<file path="config.mk">
export PLATFORM = sky130hd
export DESIGN_NAME = mux5_rr_arbiter
export DESIGN_NICKNAME = d
export VERILOG_FILES = /design/src/rtl/mux5_rr_arbiter_pkg.sv /design/src/rtl/mux5_module.sv /design/src/rtl/mux5_rr_arbiter.sv
export SDC_FILE = /design/constraint.sdc
export NUM_CORES = 1
export LEC_CHECK = 0
export ABC_CLOCK_PERIOD_IN_PS = 5600
export CAP_MARGIN = 20
export CELL_PAD_IN_SITES_DETAIL_PLACEMENT = 0
export CELL_PAD_IN_SITES_GLOBAL_PLACEMENT = 1
export CORE_MARGIN = 1
export CORE_UTILIZATION = 28
export CTS_BUF_LIST = sky130_fd_sc_hd__clkbuf_8
export CTS_CLUSTER_SIZE = 10
export DETAILED_ROUTE_END_ITERATION = 10
export GPL_ROUTABILITY_DRIVEN = 0
export GPL_TIMING_DRIVEN = 0
export MAX_ROUTING_LAYER = met4
export PLACE_DENSITY = 0.93
export SLEW_MARGIN = 20
export SYNTH_ARGS = -nofsm -noshare
export SYNTH_HDL_FRONTEND = slang
export SYNTH_SLANG_ARGS = --single-unit
export TNS_END_PERCENT = 30
</file>
<file path="constraint.sdc">
create_clock -name clk -period 5.6 [get_ports clk]
set_input_delay 1.68 -clock clk [delete_from_list [all_inputs] [get_ports clk]]
set_output_delay 1.68 -clock clk [all_outputs]
set_load 0.02 [all_outputs]
</file>
<file path="src/rtl/mux5_rr_arbiter_pkg.sv">
// Shared constants and helpers for the 5-requester round-robin arbiter.
package mux5_rr_arbiter_pkg;

  localparam int N_REQ = 5;
  localparam int SRC_W = 3;

  // One-hot legs of mux5_module; an all-zero select falls through to din4.
  localparam logic [3:0] SEL_D0 = 4'b0001;
  localparam logic [3:0] SEL_D1 = 4'b0010;
  localparam logic [3:0] SEL_D2 = 4'b0100;
  localparam logic [3:0] SEL_D3 = 4'b1000;
  localparam logic [3:0] SEL_D4 = 4'b0000;

  function automatic logic [SRC_W-1:0] wrap_inc(input logic [SRC_W-1:0] idx);
    return (idx >= SRC_W'(N_REQ - 1)) ? '0 : idx + SRC_W'(1);
  endfunction

  function automatic logic [3:0] sel_of(input logic [SRC_W-1:0] idx);
    logic [3:0] s;
    case (idx)
      3'd0:    s = SEL_D0;
      3'd1:    s = SEL_D1;
      3'd2:    s = SEL_D2;
      3'd3:    s = SEL_D3;
      default: s = SEL_D4;
    endcase
    return s;
  endfunction

endpackage

</file>
<file path="src/rtl/mux5_module.sv">
// 5:1 data mux with one-hot select; any select that is not a single known leg picks din4.
module mux5_module #(
  parameter int DATA_WIDTH = 32
) (
  input  logic [DATA_WIDTH-1:0] din0,
  input  logic [DATA_WIDTH-1:0] din1,
  input  logic [DATA_WIDTH-1:0] din2,
  input  logic [DATA_WIDTH-1:0] din3,
  input  logic [DATA_WIDTH-1:0] din4,
  input  logic [3:0]            sel,
  output logic [DATA_WIDTH-1:0] dout
);

  always_comb begin
    case (sel)
      4'b0001: dout = din0;
      4'b0010: dout = din1;
      4'b0100: dout = din2;
      4'b1000: dout = din3;
      default: dout = din4;
    endcase
  end

endmodule

</file>
<file path="src/rtl/mux5_rr_arbiter.sv">
// Round-robin arbiter in front of a shared 5:1 mux, with a single registered output stage
// and optional per-requester burst stickiness.
module mux5_rr_arbiter
  import mux5_rr_arbiter_pkg::*;
#(
  parameter int DATA_WIDTH = 32,
  parameter int MAX_BURST  = 1
) (
  input  logic                        clk,
  input  logic                        rst_n,
  input  logic                        arb_en,
  input  logic [N_REQ-1:0]            req_valid,
  output logic [N_REQ-1:0]            req_ready,
  input  logic [N_REQ*DATA_WIDTH-1:0] req_data,
  output logic                        out_valid,
  input  logic                        out_ready,
  output logic [DATA_WIDTH-1:0]       out_data,
  output logic [SRC_W-1:0]            out_src
);

  localparam int BW = $clog2(MAX_BURST + 1);

  logic                  out_valid_q, out_valid_d;
  logic [DATA_WIDTH-1:0] out_data_q,  out_data_d;
  logic [SRC_W-1:0]      out_src_q,   out_src_d;
  logic [SRC_W-1:0]      cur_q,       cur_d;
  logic [BW-1:0]         burst_q,     burst_d;

  logic                  load;
  logic                  stick;
  logic                  found;
  logic [SRC_W-1:0]      cand;
  logic [SRC_W-1:0]      winner;
  logic [3:0]            mux_sel;
  logic [DATA_WIDTH-1:0] mux_out;

  assign load  = arb_en && (|req_valid) && (!out_valid_q || out_ready);
  assign stick = (MAX_BURST > 1) && req_valid[cur_q] && (burst_q < BW'(MAX_BURST - 1));

  // Scan starts just past the last winner and reaches cur itself last.
  always_comb begin
    winner = cur_q;
    found  = 1'b0;
    cand   = cur_q;
    if (stick) begin
      found = 1'b1;
    end
    for (int k = 0; k < N_REQ; k++) begin
      cand = wrap_inc(cand);
      if (!found && req_valid[cand]) begin
        winner = cand;
        found  = 1'b1;
      end
    end
  end

  always_comb begin
    req_ready = '0;
    if (load) req_ready[winner] = 1'b1;
  end

  assign mux_sel = sel_of(winner);

  mux5_module #(
    .DATA_WIDTH(DATA_WIDTH)
  ) u_mux (
    .din0 (req_data[0*DATA_WIDTH +: DATA_WIDTH]),
    .din1 (req_data[1*DATA_WIDTH +: DATA_WIDTH]),
    .din2 (req_data[2*DATA_WIDTH +: DATA_WIDTH]),
    .din3 (req_data[3*DATA_WIDTH +: DATA_WIDTH]),
    .din4 (req_data[4*DATA_WIDTH +: DATA_WIDTH]),
    .sel  (mux_sel),
    .dout (mux_out)
  );

  // Draining and loading on the same edge replaces the word with no bubble.
  always_comb begin
    out_valid_d = out_valid_q;
    out_data_d  = out_data_q;
    out_src_d   = out_src_q;
    cur_d       = cur_q;
    burst_d     = burst_q;
    if (load) begin
      out_valid_d = 1'b1;
      out_data_d  = mux_out;
      out_src_d   = winner;
      cur_d       = winner;
      burst_d     = stick ? burst_q + BW'(1) : '0;
    end else if (out_valid_q && out_ready) begin
      out_valid_d = 1'b0;
    end
  end

  always_ff @(posedge clk or negedge rst_n) begin
    if (!rst_n) begin
      out_valid_q <= 1'b0;
      out_data_q  <= '0;
      out_src_q   <= '0;
      cur_q       <= SRC_W'(N_REQ - 1);
      burst_q     <= '0;
    end else begin
      out_valid_q <= out_valid_d;
      out_data_q  <= out_data_d;
      out_src_q   <= out_src_d;
      cur_q       <= cur_d;
      burst_q     <= burst_d;
    end
  end

  assign out_valid = out_valid_q;
  assign out_data  = out_data_q;
  assign out_src   = out_src_q;

endmodule

</file>
==> results.md, run 1 <==
- YS warnings: 0
- Final Setup Violations: 1
- Avg Cell Area, Syn: a little under 8 um2
- Metal-1 WL: 7160 um
- Final instance area: 6530 um2
- Critical Path RT: 3.92 ns
- Cell Rows: between 40 and 50
- Final Hold Viols: 0
- Slew HR: 61.1%
- Clock Latency Late Sink: 0.32 ns
- RSZ-0062 raised after global routing: true
- Max Slew Vio Count: 0
- Syn Inst Count: 490
- Fill cells: 1311
- Top cell type by total area after synthesis: dfrtp_1
- Area of the multi-input gates: 2710 um2
- Status: complete, but fails checks
- Hold buffers post-CTS: 0
- Vias/cell: 5.58
- Largest net degree at the start of global routing: 22
- Top sig layer: met4
- WL/cell: around 20 um
- Clock Pin Slew Worst Setup and Hold Paths: roughly 0.07 ns
- CTS Buf Count: 5
- Drt total wl: 17500 um
- Crit end category: output pin
- CP arrival: 3.93 ns
- Top cell types by occurrence after synthesis: a21oi_1, nand3_1, o21ai_0
- Area grow syn2layout: 69.8%
- DRC: 0
- Util after Layout: 49.1%
- Power density cells: between 800 and 900 nW/um2
- CTS root buffer: clkbuf_8
- Area contributors post-synth: dfrtp_1, a21oi_1, o32a_1, nand3_1, a21o_1
- Met2 WL: between 8000 and 9000 um
- Detailed placement HPWL: 13000 um
- Clk sinks: 37
- Synthesized flop and latch total: 37
- First-pass GRT wire length: around 27000 um
- CP startpoint kind: primary input
- GR Util All Layers: between 20% and 30%
- Peak supply drop: 322 uV
- Antenna Nets Post-Route: 0
- Initial antenna violation count: 0
- Placeable Area: 13300 um2
- Crit-path max FO: 7
- Crit Path Category: primary input to output pin
- Layout cells sized above 1: between 10% and 20%
- Met3 routed WL: 1260 um
- Global route overflow: 0
- # diodes: 0
- Number of synthesized flops with an enable pin: 0
- Vias in the first global route: 5344
- Iter 0 DRT Violations: a little over 300
- Synth Cell Area: 3840 um2
- Initial Utilization: between 20% and 30%
- Worst slew pin tran: 0.584 ns
- Worst Skew: between 0.015 and 0.02 ns
- Failing checks: negative setup slack
- Synth top area share: 23.4%
- Final period util: 100%
- Leakage power: ~2.5 nW
- H-tree Lvls: 2
- Port-buffer cells: ~210
- Vias: 4998
- DR pass1 iterations: 5
- Post-synth ARST share: 100%
- DIE AREA: 14200 um2
- Final Net Count: 891
- Max-cap violations: 0
- Seq/Total Area, Yosys: between 20% and 30%
- Synthesized Nets: 662
- Post-synth top flop: dfrtp_1
- # IOs: 210
- Slowest cell on crit path: or3b_4
- Clk buf depth: 2
- Hold Path Class: flop to flop
- Chip width: 119 um
- Cell with the most instances after synthesis: a21oi_1
- Yosys cell types: 64
- Seq. cell area: 930 um2
- Crit-path cells: clkbuf_4, or3b_4, a32oi_4, and2_4, o41ai_4, buf_4, o21ai_2, buf_8, nand2_2, nor4_2, buf_2
- Fin crit period: approximately 5.6 ns
- CTS tree: done
- Die H: ~120 um
- Placed cell areas: 6180 um2
- Crit path largest cell delay: 0.41 ns
- Peak Freq: 0.178 GHz
- Post-layout worst setup margin: -0.0141 ns
[flip-flops by register name, summed over array words and instances, names as in the netlist]
signal	cells
out_data	32
out_valid	1
out_src	3
cur_q	1
[cell type report]
cell class | instances | area share [%]
clock buffer | 5 | 1.05
timing repair buffer | 228 | 33.9
multi-input combinational | 389 | 41.5
clock inverter | 2 | 0.537
sequential | 37 | 14.2
tap | 176 | 3.37
inverter | 9 | 0.518
buffer | 49 | 4.85
[layout by cell type (no fill, tap or decap), types with 4 or more instances in the layout]
cell	synthesis	layout
a21oi_1	72	71
nand2_1	18	17
clkbuf_8	0	5
dfrtp_1	36	34
nand3_1	51	51
nand3_2	16	16
o21ai_1	35	37
buf_6	11	12
nand2b_1	5	5
buf_2	17	19
a21o_1	34	34
inv_1	8	7
clkdlybuf4s50_1	0	198
o21ai_0	42	38
nor3_1	6	5
buf_4	4	23
nor2_1	8	5
nor2b_1	6	5
o32a_1	33	33
clkbuf_1	21	17
o21a_1	5	4
[metrics by stage]
stage	setup TNS [ns]	total power [W]	setup slack, ns	instances	hold slack [ns]
final	-0.0141	0.00565	-0.0141	895	0.494
after global routing	-0.127	0.00608	-0.0600	895	0.511
after CTS	0	0.00550	0.00176	893	0.490
after detailed placement	-5.93	0.00490	-1.25	876	0.472
after global placement	-5.75	0.00480	-1.25	875	0.472
after floorplan	-0.0661	0.00357	-0.0330	490	0.590
[routing by layer]
metal | GRT usage [%] | vias to the layer above
met5 | - | -
met4 | 8.70 | 0
met3 | 4.45 | 30
met2 | 42.6 | 256
met1 | 29.5 | 2380
li1 | - | 2332
[cells by family (layout without fill, tap and decap cells)]
| logic type | Yosys count | in the layout | share of synthesized area [%] |
|---|---|---|---|
| muxes | 3 | 3 | 0.814 |
| adders and majority gates | 3 | 3 | 0.977 |
| and+or+nand+nor | 133 | 133 | 21.2 |
| DFF | 37 | 37 | 24.1 |
| buffers and inverters | 64 | 293 | 9.35 |
| AOI/OAI and AO/OA | 250 | 250 | 43.5 |
[path summary, 6_finish.rpt]
kind | from | to | slack [ns] | cells past startpoint
max | req_valid[3] | req_ready[1] | -0.01 | 11
min | out_src[2] | out_src[2] | 0.49 | 2
max reg2reg | cur_q[2] | out_data[2] | 1.61 | 16
min reg2reg | out_src[2] | out_src[2] | 0.49 | 2
max in group asynchronous | rst_n | out_data[0] | 3.76 | 2
min in group asynchronous | rst_n | out_data[17] | 1.33 | 1
[worst max-delay path, delay by kind of cell]
kind	cells	cell delay [ns]
AND/OR/NAND/NOR	4	1.04
buffers and inverters	4	0.66
AO/OA/AOI/OAI	3	0.54
[what timing repair did]
action	CTS	global route
setup buffers	14	4
resized for setup	72	27
endpoints found under the setup margin	5	5
pin swaps	16	10
[where the power goes]
part	total [W]	internal (W)	switching (W)	leakage, nW
logic	0.00489	0.00205	0.00284	2.04
registers	0.000508	0.000413	0.0000950	0.419
clock network	0.000244	0.000130	0.000114	0.0540
Note: power is estimated with default switching activity, not from simulation.
==> run 2, diff against run 1 <==
--- a/config.mk
+++ b/config.mk
@@ -12,13 +12,11 @@
 export CORE_MARGIN = 1
 export CORE_UTILIZATION = 28
 export CTS_BUF_LIST = sky130_fd_sc_hd__clkbuf_8
-export CTS_CLUSTER_SIZE = 10
 export DETAILED_ROUTE_END_ITERATION = 10
 export GPL_ROUTABILITY_DRIVEN = 0
 export GPL_TIMING_DRIVEN = 0
 export MAX_ROUTING_LAYER = met4
 export PLACE_DENSITY = 0.93
-export SLEW_MARGIN = 20
 export SYNTH_ARGS = -nofsm -noshare
 export SYNTH_HDL_FRONTEND = slang
 export SYNTH_SLANG_ARGS = --single-unit
==> run 2 against run 1 <==
The flow still finishes with violations (negative setup slack); fmax barely moved; critical path depth did not move; critical endpoint unchanged; worst hold slack got worse by 0.0057 ns; highest routed layer unchanged; global-route usage rose by 0.055 points; wire length rose by 0.55%; clock power barely moved; utilization fell by 0.23 points; combinational power barely moved.
==> results.md, run 2 (same netlist as run 1, synthesis figures left out) <==
- Sequential power share: 9.0%
- Power density cells: 863 nW/um2
- Initial Utilization: 28.9%
- Crit path largest cell delay: 0.32 ns
- Hold Path Class: flop to flop
- Commonest cells after routing, fill and taps aside: clkdlybuf4s50_1, a21oi_1, nand3_1
- Hold path start: out_src[2]
- Clk pwr share: 4.3%
- Clock Latency Late Sink: 0.31 ns
- Failing checks: negative setup slack
- Crit Path Category: primary input to output pin
- Initial antenna violation count: 0
- DRC: 0
- Global route overflow: 0
- Post-layout worst setup margin: -0.0190 ns
- Fin crit period: approximately 5.6 ns
- WL/cell: 19.7 um
- CTS Buf Count: 5
- Layout cells sized above 1: 16.7%
- Peak Freq: between 0.15 and 0.2 GHz
- GR Util All Layers: 25.1%
- Clock Pin Slew Worst Setup and Hold Paths: 0.07 ns
- RSZ-0062 raised after global routing: true
- Max Slew Vio Count: 0
- Port-buffer cells: between 200 and 250
- Slew HR: about three fifths
- Clk sinks: 37
- Drt total wl: 17600 um
- Detailed placement HPWL: 12900 um
- Worst Skew: 0.0164 ns
- Crit path from: req_valid[1]
- Vias: 4983
- Max-cap violations: 0
- DIE AREA: 14200 um2
- Pint: about 0.0025 W
- Area of the multi-input gates: 2680 um2
- CTS root buffer: clkbuf_8
- Worst slew pin tran: 0.608 ns
- Clk buf depth: 2
- Largest net degree at the start of global routing: 36
- Max reg flops: 32
- Seq. cell area: a little over 900 um2
- Commonest non-fill, non-tap cell in the layout: clkdlybuf4s50_1
- Status: complete, but fails checks
- CTS tree: done
- Fill cells: 1296
- Final Setup Violations: 3
- H-tree Lvls: 2
- Cell Rows: 42
- Area grow syn2layout: 69.0%
- Final period util: 100%
- Iter 0 DRT Violations: 385
- Placeable Area: 13300 um2
- CP arrival: 3.94 ns
- Logic pwr share: 86.7%
- Slowest cell on crit path: o32ai_1
- Critical Path RT: 3.92 ns
- # diodes: 0
- Util after Layout: 48.9%
- Switching Power: 0.00306 W
- Peak supply drop: 316 uV
- Final Net Count: 890
- Switching fraction of total power: 54.6%
- Vias in the first global route: 5210
- Leakage power: 2.50 nW
- Vias/cell: between 5 and 6
- Crit-path max FO: 10
- Final Hold Viols: 0
- Crit end category: output pin
- Total chip power: between 0.005 and 0.006 W
- CP startpoint kind: primary input
- Crit-path cells: clkdlybuf4s15_2, inv_2, o32ai_1, a21o_1, and2_4, nor3_1, o211ai_4, nand2_8, buf_4, nor4_2, buf_2
- Chip width: 119 um
- Hold buffers post-CTS: 0
- Reg2reg start: cur_q[2]
- Die H: 119 um
- Antenna Nets Post-Route: 0
- First-pass GRT wire length: 27000 um
- # IOs: 210
- DR pass1 iterations: 5
run 2: critical path, delay by kind of cell:
| family | cells | cell delay [ns] |
|---|---|---|
| AO/OA/AOI/OAI | 3 | 0.86 |
| buffers and inverters | 4 | 0.72 |
| AND/OR/NAND/NOR | 4 | 0.66 |
run 2: final cells by class:
class / count / share of cell area [%]
Buffer: 51 / 5.18
Sequential cell: 37 / 14.3
Multi-Input combinational cell: 389 / 41.3
Clock buffer: 5 / 1.06
Clock inverter: 2 / 0.539
Tap cell: 176 / 3.39
Inverter: 9 / 0.520
Timing Repair Buffer: 225 / 33.7
run 2: timing repair:
item,CTS,global route
setup endpoints to repair,5,5
setup buffers,14,1
resized for setup,71,16
pin swaps,14,5
run 2: power groups by stage:
stage	registers, W	clock network, W	logic (W)
after CTS	0.000503	0.000248	0.00475
after floorplan	0.000639	0	0.00293
final	0.000506	0.000242	0.00486
after detailed placement	0.000507	0	0.00438
after global routing	0.000520	0.000259	0.00523
after global placement	0.000502	0	0.00430
run 2: routing by layer:
layer,routed length [um],GRT usage [%],vias to the layer above,share of wire [%]
met5,0,-,-,0
met4,230,6.41,0,1.3
met3,1250,4.12,21,7.1
met2,8810,43.4,240,50
met1,7290,30.1,2389,41
li1,-,-,2333,-
run 2: metrics by stage:
| step | setup TNS (ns) | setup WS [ns] | instances | cell area (um2) | hold WS [ns] |
|---|---|---|---|---|---|
| finish | -0.0357 | -0.0190 | 894 | 6490 | 0.488 |
| global route | -0.236 | -0.0808 | 894 | 6490 | 0.511 |
| CTS | 0 | 0.00393 | 893 | 6440 | 0.490 |
| detailed placement | -5.94 | -1.25 | 876 | 6170 | 0.472 |
| global placement | -5.75 | -1.25 | 875 | 6150 | 0.472 |
| floorplan | -0.0661 | -0.0330 | 490 | 3840 | 0.590 |
run 2: path summary, 6_finish.rpt:
path                           endpoint  cells past startpoint  slack [ns]
max                        req_ready[1]                     11       -0.02
min                          out_src[2]                      2        0.49
max reg2reg                out_data[16]                     17        1.46
min reg2reg                  out_src[2]                      2        0.49
max in group asynchronous      cur_q[2]                      2        3.95
min in group asynchronous  out_data[17]                      1        1.16
==> run 3, diff against run 2 <==
--- a/config.mk
+++ b/config.mk
@@ -16,7 +16,7 @@
 export GPL_ROUTABILITY_DRIVEN = 0
 export GPL_TIMING_DRIVEN = 0
 export MAX_ROUTING_LAYER = met4
-export PLACE_DENSITY = 0.93
+export PLACE_DENSITY = 0.92
 export SYNTH_ARGS = -nofsm -noshare
 export SYNTH_HDL_FRONTEND = slang
 export SYNTH_SLANG_ARGS = --single-unit
==> run 3 against run 2 <==
The flow now finishes without violations; die area is the same; first-iteration DRC count shrank 31%; setup slack gained 0.074 ns; sequential share of layout area shrank 0.33 points; fmax grew 1.3%; worst hold slack gained 0.016 ns; via count grew 0.52%; clock-buffer cell count is the same; non-clock buffer count grew 7; clock skew shrank 0.0039 ns; final area grew 2.2%; cell count grew 0.67%; largest cell class unchanged.
==> results.md, run 3 (same netlist as run 1, synthesis figures left out) <==
- Crit-path max FO: 7
- Worst Skew: 0.0125 ns
- Chip width: 119 um
- Fin crit period: approximately 5.5 ns
- Peak Freq: 0.180 GHz
- Clk sinks: 37
- GR Util All Layers: 24.8%
- Drt total wl: 17500 um
- Port-buffer cells: 209
- First-pass GRT wire length: 26800 um
- Vias in the first global route: 5074
- Post-layout worst setup margin: 0.0545 ns
- Util after Layout: 49.9%
- Hold buffers post-CTS: 0
- Hold depth: 1
- CTS tree: done
- WL/cell: 19.5 um
- DIE AREA: 14200 um2
- Final period util: 99.0%
- Vias/cell: 5.57
- DRC: 0
- Area grow syn2layout: 72.8%
- Iter 0 DRT Violations: 267
- Max reg flops: 32
- Commonest cells after routing, fill and taps aside: clkdlybuf4s50_1, a21oi_1, nand3_1
- Clock Pin Slew Worst Setup and Hold Paths: 0.08 ns
- Worst R2R End: out_data[19]
- Status: completed
- Hold path start: out_data[6]
- Clock Latency Late Sink: 0.31 ns
- Layout cells sized above 1: 18.9%
- # IOs: 210
- Initial antenna violation count: 0
- Detailed placement HPWL: 12800 um
- Min-Delay Endpoint: out_data[6]
- Placeable Area: 13300 um2
- Final Net Count: 897
- Max Slew Vio Count: 0
- Reg2reg start: cur_q[2]
- RSZ-0062 raised after global routing: true
- Die H: between 100 and 150 um
- Global route overflow: 0
- Hold Path Class: flop to flop
- Vias: about 5.0k
- Cell Rows: 42
- Antenna Nets Post-Route: 0
- CP arrival: 3.87 ns
- CP startpoint kind: primary input
- Commonest non-fill, non-tap cell in the layout: clkdlybuf4s50_1
- Worst slew pin tran: between 0.5 and 0.6 ns
- Largest net degree at the start of global routing: 36
- R2R setup slack: 1.58 ns
- Crit end category: output pin
- R2R cell count: 17
- Crit Path Category: primary input to output pin
- CTS Buf Count: 5
- Final instance area: ~6600 um2
- Placed cell areas: 6170 um2
- Cells after DPL: 876
- Non-Filler Instances: 900
- # diodes: 0
- H-tree Lvls: 2
- Final Hold Viols: 0
- Max-cap violations: 0
- Critical Path RT: 3.92 ns
- Final Setup Violations: 0
- CTS root buffer: clkbuf_8
- Post-placement setup slack: -1.26 ns
- Slew HR: 60.1%
- Clk buf depth: 2
- Initial Utilization: 28.9%
- DR pass1 iterations: 4
==> run 3: cell count changes in the layout (fill, tap and decap cells not counted), moves of 2 or more <==
cell	change
buf_4	+6
buf_6	-2
nor2_1	-2
nor2b_4	+2
nor4_2	-2
o21ai_4	+2
o31ai_2	+2
==> run 3: layer usage <==
| layer | wire [um] | GRT usage, % | vias to the layer above |
|---|---|---|---|
| li1 | - | - | 2342 |
| met1 | 7410 | 30.0 | 2405 |
| met2 | 8670 | 42.7 | 244 |
| met3 | 1220 | 4.17 | 18 |
| met4 | 235 | 6.33 | 0 |
| met5 | 0 | - | - |
==> run 3: worst max path at each step <==
stage	start	to	slack, ns	cells after the start
3_5_place_dp	req_valid[3]	req_ready[3]	-1.26	11
2_1_floorplan	req_valid[2]	req_ready[0]	-0.03	9
4_1_cts	req_valid[3]	req_ready[2]	0.002	11
3_3_place_gp	req_valid[3]	req_ready[3]	-1.22	11
6_report	req_valid[3]	req_ready[1]	0.05	11
5_1_grt	req_valid[4]	req_ready[2]	-0.02	14
==> run 3: final cells by class <==
cell class	instances	area [um2]
Fill cell	1317	6660
Multi-Input combinational cell	389	2780
Timing Repair Buffer	234	2290
Sequential cell	37	927
Buffer	49	318
Tap cell	176	220
Clock buffer	5	68.8
Inverter	9	33.8
Clock inverter	1	5.00
==> run 3: worst max-delay path: stages <==
cell,delay [ns]
buf_4,0.13
or3b_4,0.40
a32oi_4,0.28
and2_4,0.24
o41ai_4,0.10
buf_4,0.18
o21ai_4,0.15
buf_8,0.13
nand2_1,0.10
nor4_2,0.29
buf_2,0.21
==> run 3: repair_timing <==
item	in CTS	in global routing
setup buffers	12	11
pin swaps	15	12
cloned	0	1
endpoints found under the setup margin	5	5
resized for setup	76	30
==> run 3: per-stage QoR <==
step | setup TNS, ns | hold slack [ns]
2_1_floorplan | -0.0661 | 0.590
3_3_place_gp | -5.61 | 0.473
3_5_place_dp | -5.81 | 0.486
4_1_cts | 0 | 0.504
5_1_grt | -0.0400 | 0.526
6_report | 0 | 0.504
Power of run 3 is left out: the tool's default activity adds up to more than one toggle a clock period on the data nets, which glitch-free logic cannot reach.
